### config.mk
export PLATFORM = sky130hd
export DESIGN_NAME = toggle_event_receiver_flat
export DESIGN_NICKNAME = d
export VERILOG_FILES = /design/src/rtl/toggle_rx_pkg.sv /design/src/rtl/toggle_event_receiver_if.sv /design/src/rtl/toggle_sync.sv /design/src/rtl/toggle_event_receiver.sv /design/src/flat_wrapper.sv
export SDC_FILE = /design/constraint.sdc
export NUM_CORES = 1
export LEC_CHECK = 0
export ABC_CLOCK_PERIOD_IN_PS = 3400
export BUFFER_PORTS_ARGS = -buffer_cell sky130_fd_sc_hd__buf_2
export CORE_MARGIN = 4
export CORE_UTILIZATION = 30
export DETAILED_ROUTE_END_ITERATION = 10
export SLEW_MARGIN = 30
export SYNTH_ARGS = -nofsm -noshare
export SYNTH_HDL_FRONTEND = slang
export SYNTH_SLANG_ARGS = --single-unit
### constraint.sdc
create_clock -name clk -period 3.4 [get_ports clk]
set_clock_uncertainty 0.2 [all_clocks]
set_input_delay 0.51 -clock clk [delete_from_list [all_inputs] [get_ports clk]]
set_output_delay 0.51 -clock clk [all_outputs]
set_load 0.005 [all_outputs]
### src/rtl/toggle_rx_pkg.sv
// Shared types and constants for the toggle event receiver.
// ALIGN_CYC follows the TOGGLE_RX_SYNC_EN build macro.
package toggle_rx_pkg;

  typedef enum logic {
    ALIGN = 1'b0,
    RUN   = 1'b1
  } rx_state_e;

  localparam int CNT_W_DEF = 4;

`ifdef TOGGLE_RX_SYNC_EN
  localparam int ALIGN_CYC = 2;
`else
  localparam int ALIGN_CYC = 1;
`endif

endpackage

### src/rtl/toggle_event_receiver_if.sv
// Event-credit handshake between the toggle receiver (master) and its consumer (slave).
interface toggle_event_receiver_if
  import toggle_rx_pkg::*;
#(
  parameter int CNT_W = CNT_W_DEF
) ();

  logic             ev_valid;
  logic             ev_ready;
  logic [CNT_W-1:0] pending;

  modport master (output ev_valid, output pending, input ev_ready);
  modport slave  (input ev_valid, input pending, output ev_ready);

endinterface

### src/rtl/toggle_sync.sv
// Two-flop synchronizer, async active-high reset to 0.
// Used only when TOGGLE_RX_SYNC_EN is defined.
module toggle_sync (
  input  logic clk,
  input  logic reset,
  input  logic d,
  output logic q
);

  logic meta_q, meta_d;
  logic out_q, out_d;

  always_comb begin
    meta_d = d;
    out_d  = meta_q;
  end

  always_ff @(posedge clk or posedge reset) begin
    if (reset) begin
      meta_q <= 1'b0;
      out_q  <= 1'b0;
    end else begin
      meta_q <= meta_d;
      out_q  <= out_d;
    end
  end

  assign q = out_q;

endmodule

### src/rtl/toggle_event_receiver.sv
// Receive end of a toggle-signalling link: detects each tog_in level change and queues credits.
// Build macro TOGGLE_RX_SYNC_EN inserts a 2-flop synchronizer on tog_in.
module toggle_event_receiver
  import toggle_rx_pkg::*;
#(
  parameter int CNT_W = CNT_W_DEF
) (
  input  logic                    clk,
  input  logic                    reset,
  input  logic                    tog_in,
  input  logic                    clr_ovf,
  toggle_event_receiver_if.master ev_if,
  output logic                    ev_pulse,
  output logic                    tog_level,
  output logic                    overflow
);

  localparam logic [CNT_W-1:0] CNT_MAX = '1;

  rx_state_e        state_q, state_d;
  logic [1:0]       align_cnt_q, align_cnt_d;
  logic             r0;
  logic             prev_q, prev_d;
  logic             ev_pulse_q, ev_pulse_d;
  logic             ovf_q, ovf_d;
  logic [CNT_W-1:0] pending_q, pending_d;
  logic             detect;
  logic             push;
  logic             pop;
  logic             valid;

`ifdef TOGGLE_RX_SYNC_EN
  // The synchronizer's second stage doubles as the r0 sample register.
  toggle_sync u_sync (
    .clk   (clk),
    .reset (reset),
    .d     (tog_in),
    .q     (r0)
  );
`else
  logic r0_q, r0_d;

  always_comb r0_d = tog_in;

  always_ff @(posedge clk or posedge reset) begin
    if (reset) r0_q <= 1'b0;
    else       r0_q <= r0_d;
  end

  assign r0 = r0_q;
`endif

  always_ff @(posedge clk or posedge reset) begin
    if (reset) begin
      state_q     <= ALIGN;
      align_cnt_q <= 2'd0;
    end else begin
      state_q     <= state_d;
      align_cnt_q <= align_cnt_d;
    end
  end

  // Stay in ALIGN until r0 and prev both hold real line samples.
  always_comb begin
    state_d     = state_q;
    align_cnt_d = align_cnt_q;
    case (state_q)
      ALIGN: begin
        align_cnt_d = align_cnt_q + 2'd1;
        if (align_cnt_q == 2'(ALIGN_CYC)) state_d = RUN;
      end
      RUN:     state_d = RUN;
      default: state_d = ALIGN;
    endcase
  end

  always_comb begin
    prev_d     = r0;
    detect     = (r0 ^ prev_q) && (state_q == RUN);
    valid      = (pending_q != '0);
    push       = detect;
    pop        = valid && ev_if.ev_ready;
    ev_pulse_d = detect;
    pending_d  = pending_q;
    ovf_d      = ovf_q;
    if (push && !pop) begin
      if (pending_q == CNT_MAX) ovf_d = 1'b1;
      else                      pending_d = pending_q + 1'b1;
    end else if (pop && !push) begin
      pending_d = pending_q - 1'b1;
    end
    if (!(push && !pop && (pending_q == CNT_MAX)) && clr_ovf) ovf_d = 1'b0;
  end

  always_ff @(posedge clk or posedge reset) begin
    if (reset) begin
      prev_q     <= 1'b0;
      ev_pulse_q <= 1'b0;
      ovf_q      <= 1'b0;
      pending_q  <= '0;
    end else begin
      prev_q     <= prev_d;
      ev_pulse_q <= ev_pulse_d;
      ovf_q      <= ovf_d;
      pending_q  <= pending_d;
    end
  end

  assign ev_if.ev_valid = valid;
  assign ev_if.pending  = pending_q;
  assign ev_pulse       = ev_pulse_q;
  assign tog_level      = r0;
  assign overflow       = ovf_q;

endmodule

### src/flat_wrapper.sv
// flat-port wrapper written by rule: the top's interface ports become plain ports
module toggle_event_receiver_flat import toggle_rx_pkg::*;
#(
  parameter int CNT_W = CNT_W_DEF
)
  (clk, reset, tog_in, clr_ovf, ev_pulse, tog_level, overflow, ev_if_ev_valid, ev_if_pending, ev_if_ev_ready);
  toggle_event_receiver_if #(.CNT_W(CNT_W)) ev_if_i ();
  input  logic clk;
  input  logic reset;
  input  logic tog_in;
  input  logic clr_ovf;
  output logic ev_pulse;
  output logic tog_level;
  output logic overflow;
  output wire logic [$bits(ev_if_i.ev_valid)-1:0] ev_if_ev_valid;
  output wire logic [$bits(ev_if_i.pending)-1:0] ev_if_pending;
  input wire logic [$bits(ev_if_i.ev_ready)-1:0] ev_if_ev_ready;
  assign ev_if_ev_valid = ev_if_i.ev_valid;
  assign ev_if_pending = ev_if_i.pending;
  assign ev_if_i.ev_ready = ev_if_ev_ready;
  toggle_event_receiver #(.CNT_W(CNT_W)) u_core (.clk(clk), .reset(reset), .tog_in(tog_in), .clr_ovf(clr_ovf), .ev_if(ev_if_i), .ev_pulse(ev_pulse), .tog_level(tog_level), .overflow(overflow));
endmodule
; ---- Word-level counts from Yosys, hierarchy flattened
; Cells that the tools add are included.
[word_totals]
reg_bits = 11
inputBits = 5
out_inout_bits = 8
wordCells = 38
[classes]
add_sub_neg = 3
eq_ne = 3
mux = 8
bitwise = 2
reduce_logical = 15
[op_table]
columns = op, count
row1 = 2-to-1 mux 4 bit, 3
row2 = logical AND 1 bit, 6
row3 = nonzero test 2 bit, 3
row4 = "adder 4 x 1 -> 4 bit, second input constant", 1
row5 = "equality test 4 bit, second input constant", 1
row6 = 2-to-1 mux 1 bit, 4
row7 = AND reduction 2 bit, 2
row8 = nonzero test 4 bit, 1
row9 = "subtractor 4 x 1 -> 4 bit, second input constant", 1
row10 = logical NOT 1 bit, 3
row11 = "adder 2 x 1 -> 2 bit, second input constant", 1
row12 = "equality test 2 x 1 -> 1 bit, second input constant", 1
row13 = "!= test 2 bit, second input constant", 1
row14 = case mux 1 bit (2 select lines), 1
row15 = NOT 1 bit, 1
row16 = bitwise XOR 1 bit, 1

; ---- Longest topological paths before layout
[logic_depth]
depth_word = 9
depth_mapped = 8
depth_no_buf = 8

; ---- Worst setup path before layout
; Ideal clock, no wire load.
[synth_path]
path_type = register to register
from = register u_core.pending_q[1] (netlist: u_core.ev_if.pending[1])
to = register u_core.pending_q[3] (netlist: u_core.ev_if.pending[3])
setup_ps = 79
t_arrival_ps = 1979
required_time_ps = 3121
path_slack_ps = 1142
path_stages_with_launch = 8
path_buffers = 0
synth_period_minus_slack_ps = 2258
path_cell_list = dfrtp_1 -> o41ai_2 -> nand2_1 -> ha_1 -> a21o_1 -> a21oi_1 -> mux2i_1 -> xor2_1
[synth_between]
elab_chain_cells = 6
word_cells_on_any_way = 14
classes_between = 2 x add/sub / 2 x eq/ne / 3 x mux / 7 x reduce/logical
[synth_lines]
columns = element, line
row1 = start: declaration, toggle_event_receiver.sv:26  ; logic [CNT_W-1:0] pending_q, pending_d;
row2 = start signal: assignment, toggle_event_receiver.sv:105  ; pending_q <= pending_d;
row3 = branches (longest 6 deep; another with subtractor 4 x 1 -> 4 bit), -
; Parallel ways; which one is timed is not known. The select of a mux whose other input is x is not followed.
; A chain may end at the register's enable or synchronous reset.

; ---- Worst setup path in the final report
; Ends and elaborated chain as after synthesis.

==> run metrics <==
Die Span Y=49.6 µm; ANT cells=0; # DRC=0; Worst Hold Class=primary input to asynchronous set/reset pin; share of the synthesized area in the top cell type=0.531; PortBufs=12; post_cts resized=0; vias in the first global route=about 320; Worst Tran Pin Value=413 ps; RR Startpoint=u_core.ev_if.pending[1]; Sw Pwr=158 µW; Synth Instances=39; Yosys reg bits=11; status=complete, no violations; min Tclk post-route=2450 ps; Core Footprint=1580 µm²; Clock Pin Slew Worst Setup and Hold Paths=roughly 70 ps; EDFF count, synth=0; Critical R2R Capture=u_core.ev_if.pending[3]; mean routed wirelength per cell=11.5 µm; Setup Viol. Count Final=0; clk root buf=clkbuf_4; Fin Hold WS=21.1 ps; initial DRC count=0; Final Max Tran Viols=0; Top Ports=13; fillers=160; final setup TNS=0 ps; clk sink count=11; row count=14; Synth Flop Type=dfrtp_1; layout cells sized above 1=0.364; P_int=293 µW; Mapped Nets=48; area delta synth->final=20.5%; ANT nets after route=0; Tcrit/Tclk final=0.722; H-tree levels=1; Die W=49.6 µm; CP max FO=7; synth unique cells=19; crit path to=u_core.ev_if.pending[3]; GPL Wtd Cong=0.749; final wirelength=between 800 and 900 µm; MaxCap Viol Count=0; GRT Residual Overflow=0; antenna violations before repair=0; DR pass1 iterations=1; critical path required time=3390 ps; Worst R2R Path Depth=7; Critical Path Start Type=register; vias=337; setup bufs post-CTS=0; Comb power frac=0.344; largest net degree at the start of global routing=12; largest cells by area after synthesis=dfrtp_1 53%, ha_1 7.2%, xor2_1 6.8%; worst endpoint data arrival time=2450 ps; Initial Util=0.329; relative slew slack=0.725; TritonCTS clock tree=built; final worst setup slack=947 ps; die area=2460 µm²; ys async rst share=1.00; Clock Power Share=0.192; fmax=408 MHz; RSZ-0062 raised after global routing=no; Reg power frac=0.464; Yosys top cell by area=dfrtp_1; VDD IR-drop max=0.000353 V; first-pass GRT wire length=1430 µm; final cell count without fillers=71; worst setup path startpoint=u_core.ev_if.pending[1]; clk buf depth=2; area of the mapped netlist=a little over 500 µm²; WS Path Type=register to register; R2R Setup Slk=950 ps; sequential fraction of the synthesis area=0.531; Power Dens Cells=about 720 nW/µm²; synthesized area per cell=13.3 µm²; Sw Ratio=0.349; cts hold-fix bufs=0; nets=65; vias per inst=4.75; GR Util All Layers=0.0817; pre-CTS setup slack=924 ps; Hold Violations, Final=0; Lkg Pwr=0.314 nW; clock buffer count from CTS=3; clk_lat worst skew=approximately 260 ps; dpl cells=67; post-detail-place hpwl=652 µm; CP endpoint kind=register; yosys warns=0
## Yosys cell counts (2+ instances only)
library cell / count
dfrtp_1: 11
ha_1: 3
inv_1: 3
mux2_1: 2
mux2i_1: 2
nand4_1: 2
xor2_1: 4
## stage by stage
| stage | utilization | area (µm²) | power [mW] |
|---|---|---|---|
| global placement | 0.379 | 598 | 0.371 |
| CTS | 0.396 | 624 | 0.464 |
| detailed placement | 0.379 | 598 | 0.372 |
| finish | 0.396 | 624 | 0.451 |
| global route | 0.396 | 624 | 0.497 |
| floorplan | - | 518 | 0.314 |
## final cells by class
cell class                      count  area [µm²]  share of cell area
Inverter                            3        11.3              0.0180
Tap cell                           16        20.0              0.0321
Multi-Input combinational cell     25         231               0.371
Timing Repair Buffer               12        60.1              0.0962
Sequential cell                    11         275               0.441
Clock buffer                        4        26.3              0.0421
## layer usage
metal / GRT usage / wire length [µm]
met1: 0.0919 / 362
met2: 0.115 / 362
met3: 0.0482 / 74
met4: 0.0553 / 19
met5: 0 / 0
## worst min-delay path by stage
stage	slack, ps	cells after the start	end
6_report	20	2	u_core.state_q
5_1_grt	60	2	u_core.state_q
4_1_cts	40	2	u_core.ev_if.pending[2]
3_5_place_dp	210	0	u_core.prev_q
3_3_place_gp	210	0	u_core.prev_q
2_1_floorplan	160	1	u_core.align_cnt_q[0]
## state kept, by name (all words and copies together) (netlist names)
register,flops
u_core.ev_if.pending,4
u_core.align_cnt_q,2
u_core.ev_pulse,1
u_core.overflow,1
u_core.prev_q,1
u_core.state_q,1
u_core.tog_level,1
## logic make-up (layout without fill, tap and decap cells)
group,after synthesis,after routing,share of synthesized area
flops,11,11,0.531
simple gates,7,7,0.0846
compound gates,5,5,0.0846
xor+xnor,5,5,0.0845
fa+ha+maj,4,4,0.111
mux,4,4,0.0821
buf+inv,3,19,0.0217
## power groups by stage
stage	Sequential, mW	Combinational (mW)	Clock, mW
6_report	0.209	0.155	0.0866
5_1_grt	0.218	0.178	0.101
4_1_cts	0.210	0.160	0.0937
3_5_place_dp	0.212	0.159	0
3_3_place_gp	0.212	0.159	0
2_1_floorplan	0.209	0.106	0
## cell usage in the layout, fill, tap and decap left out
cell,instances
buf_2,12
dfrtp_1,11
xor2_1,4
inv_1,3
ha_1,3
clkbuf_4,3
nand4_1,2
mux2i_1,2
mux2_1,2
o41ai_2,1
a21o_2,1
a21o_1,1
a21oi_1,1
and2_1,1
nand2_1,1
o22ai_1,1
xnor2_1,1
or4_2,1
or2_2,1
nand2_2,1
fa_1,1
clkbuf_1,1
## worst max-delay path, cell delays in order (launching register included)
cell	delay, ps
dfrtp_1	460
o41ai_2	450
nand2_1	210
ha_1	310
a21o_1	170
a21oi_1	170
mux2i_1	260
xor2_1	160
(Power assumes the default switching activity.)
